[src/rtl/opl2_op_scheduler_if.sv]
// Host key-on write bus plus the per-operator issue strobe toward the EG/PG pipeline.
// master: host / pipeline side; slave: the scheduler.
interface opl2_op_scheduler_if #(
  parameter int OP_NUM_WIDTH = 5
);
  logic                    key_wr_en;
  logic [OP_NUM_WIDTH-1:0] key_wr_op;
  logic                    key_wr_val;
  logic                    sample_clk_en;
  logic [OP_NUM_WIDTH-1:0] op_num;
  logic                    key_on_p0;

  modport master (
    output key_wr_en, key_wr_op, key_wr_val,
    input  sample_clk_en, op_num, key_on_p0
  );

  modport slave (
    input  key_wr_en, key_wr_op, key_wr_val,
    output sample_clk_en, op_num, key_on_p0
  );
endinterface

[src/rtl/opl2_op_scheduler.sv]
// Per-sample operator sequencer: issues op 0..NUM_OPS-1 every OP_SPACING clocks,
// owns the key-on register file and the global envelope timer.
module opl2_op_scheduler #(
  parameter int NUM_OPS         = 18,
  parameter int OP_NUM_WIDTH    = 5,
  parameter int CLKS_PER_SAMPLE = 256,
  parameter int OP_SPACING      = 4,
  parameter int EG_TIMER_WIDTH  = 18
) (
  input  logic                      clk,
  input  logic                      reset_n,
  input  logic                      enable,
  opl2_op_scheduler_if.slave        bus,
  output logic [EG_TIMER_WIDTH-1:0] eg_timer,
  output logic                      busy,
  output logic                      sample_done
);

  if ((NUM_OPS * OP_SPACING + 3 > CLKS_PER_SAMPLE) || (NUM_OPS > 2**OP_NUM_WIDTH) ||
      (OP_SPACING < 4)) begin : g_bad_params
    $error("opl2_op_scheduler: inconsistent NUM_OPS/OP_SPACING/CLKS_PER_SAMPLE/OP_NUM_WIDTH");
  end

  localparam int CNT_W = $clog2(CLKS_PER_SAMPLE);
  localparam int SUB_W = $clog2(OP_SPACING + 4);

  localparam logic [CNT_W-1:0]        CNT_LAST   = CNT_W'(CLKS_PER_SAMPLE - 1);
  localparam logic [SUB_W-1:0]        GAP_LAST   = SUB_W'(OP_SPACING - 2);
  localparam logic [SUB_W-1:0]        DRAIN_LAST = SUB_W'(2);
  localparam logic [OP_NUM_WIDTH-1:0] OP_LAST    = OP_NUM_WIDTH'(NUM_OPS - 1);
  localparam logic [OP_NUM_WIDTH:0]   OP_LIMIT   = (OP_NUM_WIDTH + 1)'(NUM_OPS);

  localparam logic [2:0] IDLE  = 3'd0;
  localparam logic [2:0] ISSUE = 3'd1;
  localparam logic [2:0] GAP   = 3'd2;
  localparam logic [2:0] DRAIN = 3'd3;
  localparam logic [2:0] DONE  = 3'd4;
  localparam logic [2:0] WAIT  = 3'd5;

  logic [2:0]                state, state_nxt;
  logic [CNT_W-1:0]          sample_cnt;
  logic [SUB_W-1:0]          sub_cnt;
  logic [OP_NUM_WIDTH-1:0]   op_cnt;
  logic [NUM_OPS-1:0]        key;
  logic                      eg_toggle;
  logic [EG_TIMER_WIDTH-1:0] eg_count;
  logic                      sweep_start;
  logic                      key_wr_hit;

  always_comb begin
    state_nxt = state;
    case (state)
      IDLE:    if (enable) state_nxt = ISSUE;
      ISSUE:   state_nxt = (op_cnt == OP_LAST) ? DRAIN : GAP;
      GAP:     if (sub_cnt == GAP_LAST) state_nxt = ISSUE;
      DRAIN:   if (sub_cnt == DRAIN_LAST) state_nxt = DONE;
      DONE:    state_nxt = WAIT;
      WAIT:    if (sample_cnt == CNT_LAST) state_nxt = enable ? ISSUE : IDLE;
      default: state_nxt = IDLE;
    endcase
  end

  assign sweep_start = (state_nxt == ISSUE) && (state != GAP);
  assign key_wr_hit  = bus.key_wr_en && ({1'b0, bus.key_wr_op} < OP_LIMIT);

  always_ff @(posedge clk or negedge reset_n) begin
    if (!reset_n) begin
      state      <= IDLE;
      sample_cnt <= '0;
      sub_cnt    <= '0;
      op_cnt     <= '0;
    end else begin
      state   <= state_nxt;
      sub_cnt <= (state_nxt != state) ? '0 : sub_cnt + 1'b1;
      if (state == IDLE || sample_cnt == CNT_LAST)
        sample_cnt <= '0;
      else
        sample_cnt <= sample_cnt + 1'b1;
      if (state_nxt == ISSUE)
        op_cnt <= (state == GAP) ? op_cnt + 1'b1 : '0;
    end
  end

  // eg_timer latches the pre-increment count, so sweep n sees floor(n/2).
  always_ff @(posedge clk or negedge reset_n) begin
    if (!reset_n) begin
      eg_toggle <= 1'b0;
      eg_count  <= '0;
      eg_timer  <= '0;
    end else if (sweep_start) begin
      eg_toggle <= ~eg_toggle;
      eg_timer  <= eg_count;
      if (eg_toggle)
        eg_count <= eg_count + 1'b1;
    end
  end

  always_ff @(posedge clk or negedge reset_n) begin
    if (!reset_n)
      key <= '0;
    else if (key_wr_hit)
      key[bus.key_wr_op] <= bus.key_wr_val;
  end

  assign bus.sample_clk_en = (state == ISSUE);
  assign bus.op_num        = op_cnt;
  assign bus.key_on_p0     = (state == ISSUE) && key[op_cnt];
  assign busy              = (state == ISSUE) || (state == GAP) || (state == DRAIN) ||
                             (state == DONE);
  assign sample_done       = (state == DONE);

endmodule
[src/flat_wrapper.sv]
// flat-port wrapper written by rule: the top's interface ports become plain ports
module opl2_op_scheduler_flat 
#(
  parameter int NUM_OPS         = 18,
  parameter int OP_NUM_WIDTH    = 5,
  parameter int CLKS_PER_SAMPLE = 256,
  parameter int OP_SPACING      = 4,
  parameter int EG_TIMER_WIDTH  = 18
)
  (clk, reset_n, enable, eg_timer, busy, sample_done, bus_key_wr_en, bus_key_wr_op, bus_key_wr_val, bus_sample_clk_en, bus_op_num, bus_key_on_p0);
  opl2_op_scheduler_if #(.OP_NUM_WIDTH(OP_NUM_WIDTH)) bus_i ();
  input  logic clk;
  input  logic reset_n;
  input  logic enable;
  output logic [EG_TIMER_WIDTH-1:0] eg_timer;
  output logic busy;
  output logic sample_done;
  input wire logic [$bits(bus_i.key_wr_en)-1:0] bus_key_wr_en;
  input wire logic [$bits(bus_i.key_wr_op)-1:0] bus_key_wr_op;
  input wire logic [$bits(bus_i.key_wr_val)-1:0] bus_key_wr_val;
  output wire logic [$bits(bus_i.sample_clk_en)-1:0] bus_sample_clk_en;
  output wire logic [$bits(bus_i.op_num)-1:0] bus_op_num;
  output wire logic [$bits(bus_i.key_on_p0)-1:0] bus_key_on_p0;
  assign bus_i.key_wr_en = bus_key_wr_en;
  assign bus_i.key_wr_op = bus_key_wr_op;
  assign bus_i.key_wr_val = bus_key_wr_val;
  assign bus_sample_clk_en = bus_i.sample_clk_en;
  assign bus_op_num = bus_i.op_num;
  assign bus_key_on_p0 = bus_i.key_on_p0;
  opl2_op_scheduler #(.NUM_OPS(NUM_OPS), .OP_NUM_WIDTH(OP_NUM_WIDTH), .CLKS_PER_SAMPLE(CLKS_PER_SAMPLE), .OP_SPACING(OP_SPACING), .EG_TIMER_WIDTH(EG_TIMER_WIDTH)) u_core (.clk(clk), .reset_n(reset_n), .enable(enable), .bus(bus_i), .eg_timer(eg_timer), .busy(busy), .sample_done(sample_done));
endmodule
[config.mk]
export PLATFORM = sky130hd
export DESIGN_NAME = opl2_op_scheduler_flat
export DESIGN_NICKNAME = d
export VERILOG_FILES = /design/src/rtl/opl2_op_scheduler_if.sv /design/src/rtl/opl2_op_scheduler.sv /design/src/flat_wrapper.sv
export SDC_FILE = /design/constraint.sdc
export NUM_CORES = 1
export LEC_CHECK = 0
export BUFFER_PORTS_ARGS = -buffer_cell sky130_fd_sc_hd__buf_2
export CAP_MARGIN = 15
export CORE_UTILIZATION = 60
export CTS_CLUSTER_SIZE = 12
export DETAILED_ROUTE_END_ITERATION = 10
export PLACE_DENSITY_LB_ADDON = 0.08
export SLEW_MARGIN = 20
export SYNTH_ARGS = -nofsm -noshare
export SYNTH_HDL_FRONTEND = slang
export SYNTH_SLANG_ARGS = --single-unit
[constraint.sdc]
create_clock -name clk -period 3.9 [get_ports clk]
set_input_delay 0.585 -clock clk [delete_from_list [all_inputs] [get_ports clk]]
set_output_delay 0.585 -clock clk [all_outputs]
set_load 0.1 [all_outputs]
==> results of run 1 <==
per-layer routing:
layer | wire length [um] | share of wire, % | up-vias
met3 | 263 | 4.0 | 10
met2 | 3108 | 47 | 64
met1 | 3144 | 47 | 1237
li1 | - | - | 1197
met4 | 124 | 1.9 | 0
met5 | 0 | 0 | -
worst max path at each step:
stage and endpoint:
2_1_floorplan bus_key_on_p0, 3_3_place_gp u_core.eg_timer[13], 3_5_place_dp u_core.eg_timer[4], 4_1_cts bus_key_on_p0
5_1_grt bus_key_on_p0, 6_report bus_key_on_p0
stage by stage:
step	hold WS (ns)	instances	setup slack, ns	utilization [%]	instance area [sq um]
3_5_place_dp	0.4533	412	1.204	67.35	3800
5_1_grt	0.2650	427	0.7462	71.06	4009
3_3_place_gp	0.4452	412	1.280	67.35	3800
6_report	0.2233	427	0.9360	71.06	4009
4_1_cts	0.4267	427	0.9086	71.01	4006
2_1_floorplan	0.2894	318	0.2781	-	3591
flip-flops by register name (all words and copies together), names as in the netlist:
register	count
u_core.eg_count	18
u_core.state	3
u_core.eg_timer	18
u_core.bus.op_num	5
u_core.eg_toggle	1
u_core.sub_cnt	3
u_core.key	18
u_core.sample_cnt	8
layout make-up:
class / instances / area (sq um) / share of cell area (%)
Sequential cell: 74 / 1852 / 46.19
Clock buffer: 9 / 123.9 / 3.090
Tap cell: 72 / 90.09 / 2.247
Timing Repair Buffer: 37 / 190.2 / 4.744
Multi-Input combinational cell: 220 / 1637 / 40.82
Clock inverter: 6 / 82.58 / 2.060
Inverter: 9 / 33.78 / 0.8427
cell usage after synthesis (all sizes together) (6+ instances only):
master  count
and3        8
buf         7
clkbuf      8
dfrtp      74
ha          6
inv         8
mux2       41
nand2      20
nand3      17
nand4       6
nor2       23
nor2b       9
nor3       18
nor4       10
xnor2       6
xor2       19
cells by family after synthesis:
| logic type | synth area share [%] |
|---|---|
| compound gates | 4.600 |
| mux | 15.02 |
| simple gates | 17.77 |
| fa+ha+maj | 2.091 |
| flops | 51.57 |
| buf+inv | 2.857 |
| xor+xnor | 6.098 |
worst max-delay path, stage by stage (launching register included):
cell	delay, ns
dfrtp_1	0.66
mux4_2	0.57
nor2b_1	0.14
nor3_1	0.07
o31a_1	0.29
buf_2	0.29
==> impl_metrics.env, run 1 <==
export IMPL_grt_pass1_vias=2396
export IMPL_yosysTopAreaCell="dfrtp_1"
export IMPL_r2r_start="u_core.bus.op_num[0]"
export IMPL_worstPathArrival_ns=2.38
export IMPL_dr_pass1_iters=4
export IMPL_drv_cap=0
export IMPL_drtIter0Drc=127
export IMPL_critPathKind="reg -> out"
export IMPL_viasPerCell=5.874
export IMPL_slew_headroom_pct=44.84
export IMPL_crit_path_end_kind="output pin"
export IMPL_use_met3_pct=6.207
export IMPL_wl_per_cell_um=15.55
export IMPL_path_max_fanout=13
export IMPL_synth_seq_cells=74
export IMPL_synth_cells=318
export IMPL_yosysWarnings=0
export IMPL_synth_top_area_share_pct=51.57
export IMPL_ctsHoldBuffers=0
export IMPL_drv_slew=0
export IMPL_core_area_sq_um=5642
export IMPL_hold_violations=0
export IMPL_initial_core_util_pct=63.65
export IMPL_antenna_found_initial=0
export IMPL_dp_hpwl_um=4422
export IMPL_required_ns=3.31
export IMPL_syn_to_final_growth_pct=11.64
export IMPL_cts_max_level=3
export IMPL_max_clock_path_buffers=2
export IMPL_crit_start="u_core.bus.op_num[0]"
export IMPL_r2r_slack_ns=1.22
export IMPL_ys_seq_area_share_pct=51.57
export IMPL_use_met1_pct=32.10
export IMPL_r2r_end="u_core.eg_timer[2]"
export IMPL_dieArea_sq_um=6298
export IMPL_grt_busiest_layer="met2"
export IMPL_drcViolationCount=0
export IMPL_post_route_period_util_pct=76.00
export IMPL_grt_use_total_pct=23.98
export IMPL_synth_cell_area_sq_um=3591
export IMPL_die_h_um=79.36
export IMPL_rsz0062_at_grt="false"
export IMPL_fmax_mhz=337.4
export IMPL_cts_tree="done"
export IMPL_cp_start_kind="flop"
export IMPL_ant_nets=0
export IMPL_synth_edff_count=0
export IMPL_ys_types=48
export IMPL_reg2reg_depth=5
export IMPL_cts_resized=0
export IMPL_setup_viol=0
export IMPL_cts_num_sinks=74
export IMPL_grt_ovfl_total=0
export IMPL_final_common_cell="dfrtp_1"
export IMPL_insertion_delay_ns=0.36
export IMPL_antennaDiodeCount=0
export IMPL_clkSlewWorstSetupHoldPaths_ns=0.07
export IMPL_grt_pass1_wl_um=11270
export IMPL_finalCriticalPeriod_ns=2.964
export IMPL_nets=367
export IMPL_fillers=430
export IMPL_vias=2508
export IMPL_hold_class="in -> async"
export IMPL_drive_gt1_share_pct=16.90
export IMPL_cts_root_buf="clkbuf_8"
export IMPL_synth_nets=334
export IMPL_post_cts_setup_buffer_count=0
export IMPL_finalWirelength_um=6640
export IMPL_final_cell_mix="dfrtp_1, mux2_1, buf_2"
export IMPL_num_rows=27
export IMPL_dieWidth_um=79.36
export IMPL_synthArstFlopShare_pct=100.0
export IMPL_grt_start_max_net_pins=47
export IMPL_worstMarginPinSlew_ns=0.8271
export IMPL_skew_ns=0.009785
export IMPL_io_buffers=36
export IMPL_synthTopCellsByArea="dfrtp_1, mux2_1, xor2_1"
export IMPL_gp_congestion=0.7594
export IMPL_syn_avg_cell_area_sq_um=11.29
export IMPL_status="completed"
export IMPL_met2_usage_pct=36.72
export IMPL_setup_tns_ns=0
export IMPL_cts_buffers=9
export IMPL_synth_ff_type="dfrtp_1"
export IMPL_ios=37
Power of run 1 is not shown: default switching activity piles up to over one toggle a cycle in this logic, so the estimate is an artifact.
==> run 2, diff against run 1 <==
--- a/config.mk
+++ b/config.mk
@@ -7,7 +7,7 @@
 export LEC_CHECK = 0
 export BUFFER_PORTS_ARGS = -buffer_cell sky130_fd_sc_hd__buf_2
 export CAP_MARGIN = 15
-export CORE_UTILIZATION = 60
+export CORE_UTILIZATION = 58
 export CTS_CLUSTER_SIZE = 12
 export DETAILED_ROUTE_END_ITERATION = 10
 export PLACE_DENSITY_LB_ADDON = 0.08
==> constraint.sdc (replaced) <==
create_clock -name clk -period 2.8 [get_ports clk]
set_input_delay 0.42 -clock clk [delete_from_list [all_inputs] [get_ports clk]]
set_output_delay 0.42 -clock clk [all_outputs]
set_load 0.1 [all_outputs]
==> run 2 against run 1 <==
Effect of this change:
- wire length is 2.7% lower
- die area is 3.4% higher
- sequential share of layout area is 0.34 points lower
- critical path depth stayed put
- worst hold slack worse by 0.15 ns
- count of clock-buffer cells in the layout stayed put
- non-clock buffer count is 3 higher
- cell area is 0.81% higher
- global-route usage is 1.7 points lower
==> impl_metrics.env, run 2 (synthesis results as in run 1) <==
export IMPL_core_area_sq_um=5956
export IMPL_skew_ns=0.009904
export IMPL_largestRegisters="u_core.eg_count x18, u_core.eg_timer x18, u_core.key x18"
export IMPL_wl_per_cell_um=14.88
export IMPL_setup_tns_ns=0
export IMPL_status="completed"
export IMPL_setup_viol=0
export IMPL_drtIter0Drc=84
export IMPL_num_rows=28
export IMPL_post_route_period_util_pct=94.42
export IMPL_dieWidth_um=80.69
export IMPL_dieArea_sq_um=6510
export IMPL_dp_hpwl_um=4573
export IMPL_antennaDiodeCount=0
export IMPL_cp_start_kind="flop"
export IMPL_pre_cts_ws_ns=0.3765
export IMPL_path_cells="mux2_1 > o311ai_0 > nor3_1 > o31a_1 > buf_2"
export IMPL_worstMarginPinSlew_ns=0.6002
export IMPL_syn_to_final_growth_pct=12.54
export IMPL_drv_slew=0
export IMPL_cts_tree="done"
export IMPL_finalWirelength_um=6459
export IMPL_ctsHoldBuffers=0
export IMPL_postPlaceCellArea_sq_um=3846
export IMPL_insertion_delay_ns=0.35
export IMPL_ant_nets=0
export IMPL_nets=370
export IMPL_hold_class="in -> async"
export IMPL_grt_pass1_wl_um=10870
export IMPL_dr_pass1_iters=4
export IMPL_slew_headroom_pct=59.98
export IMPL_cp_slowest_cell="dfrtp_2"
export IMPL_grt_pass1_vias=2349
export IMPL_worstPathArrival_ns=2.22
export IMPL_finalCriticalPeriod_ns=2.644
export IMPL_layout_setup_ws_ns=0.1562
export IMPL_drive_gt1_share_pct=18.66
export IMPL_cts_num_sinks=74
export IMPL_gp_congestion=0.8025
export IMPL_final_common_cell="dfrtp_1"
export IMPL_path_max_fanout=13
export IMPL_drv_cap=0
export IMPL_max_stage_delay_ns=0.53
export IMPL_required_ns=2.38
export IMPL_post_cts_setup_buffer_count=0
export IMPL_drcViolationCount=0
export IMPL_crit_path_end_kind="output pin"
export IMPL_critPathKind="reg -> out"
export IMPL_max_clock_path_buffers=2
export IMPL_holdWs_ns=0.07173
export IMPL_die_h_um=80.69
export IMPL_viasPerCell=5.694
export IMPL_io_buffers=36
export IMPL_fmax_mhz=378.2
export IMPL_vias=2471
export IMPL_grt_ovfl_total=0
export IMPL_grt_use_total_pct=22.29
export IMPL_clkSlewWorstSetupHoldPaths_ns=0.08
export IMPL_hold_violations=0
export IMPL_antenna_found_initial=0
export IMPL_cts_buffers=9
export IMPL_ios=37
export IMPL_cts_root_buf="clkbuf_8"
export IMPL_final_cell_mix="dfrtp_1, mux2_1, buf_2"
export IMPL_cts_resized=1
export IMPL_rsz0062_at_grt="false"
export IMPL_cts_max_level=3
export IMPL_initial_core_util_pct=60.29
export IMPL_grt_start_max_net_pins=50
export IMPL_finalInstanceArea_sq_um=4041
==> run 2: area by class of cell <==
cell class                 instances  area [sq um]
multi-input combinational        220          1644
timing repair buffer              40         222.7
inverter                           9         33.78
clock buffer                       9         123.9
tap                               75         93.84
sequential                        74          1853
clock inverter                     7         70.07
fill                             458          1914
==> run 2: per-layer routing <==
metal,routed length [um],GRT usage [%]
met2,2971,34.24
met3,183,4.318
met5,0,0
met1,3171,30.03
met4,133,11.07
==> run 2: critical path, delay by kind of cell, from the launching register on <==
| kind | cells | cell delay, ns |
|---|---|---|
| compound gates | 2 | 0.60 |
| flops | 1 | 0.53 |
| simple gates | 1 | 0.09 |
| buf+inv | 1 | 0.29 |
| mux | 1 | 0.36 |
==> run 2: final timing paths <==
| kind | startpoint | endpoint | slack [ns] | depth (start not counted) |
|---|---|---|---|---|
| min reg2reg | u_core.sample_cnt[0] | u_core.sample_cnt[0] | 0.45 | 1 |
| min | reset_n | u_core.sub_cnt[2] | 0.07 | 1 |
| min in group clk | u_core.sample_cnt[0] | u_core.sample_cnt[0] | 0.45 | 1 |
| max in group asynchronous | reset_n | u_core.bus.op_num[0] | 2.06 | 2 |
| max | u_core.bus.op_num[0] | bus_key_on_p0 | 0.16 | 5 |
| max reg2reg | u_core.sub_cnt[0] | u_core.bus.op_num[3] | 0.39 | 7 |
==> run 2: stage by stage <==
step | utilization, % | instances
finish | 67.86 | 434
floorplan | - | 318
detailed placement | 64.58 | 418
CTS | 67.86 | 434
global placement | 64.58 | 418
global route | 67.86 | 434
Power of run 2 is left out for the same reason.
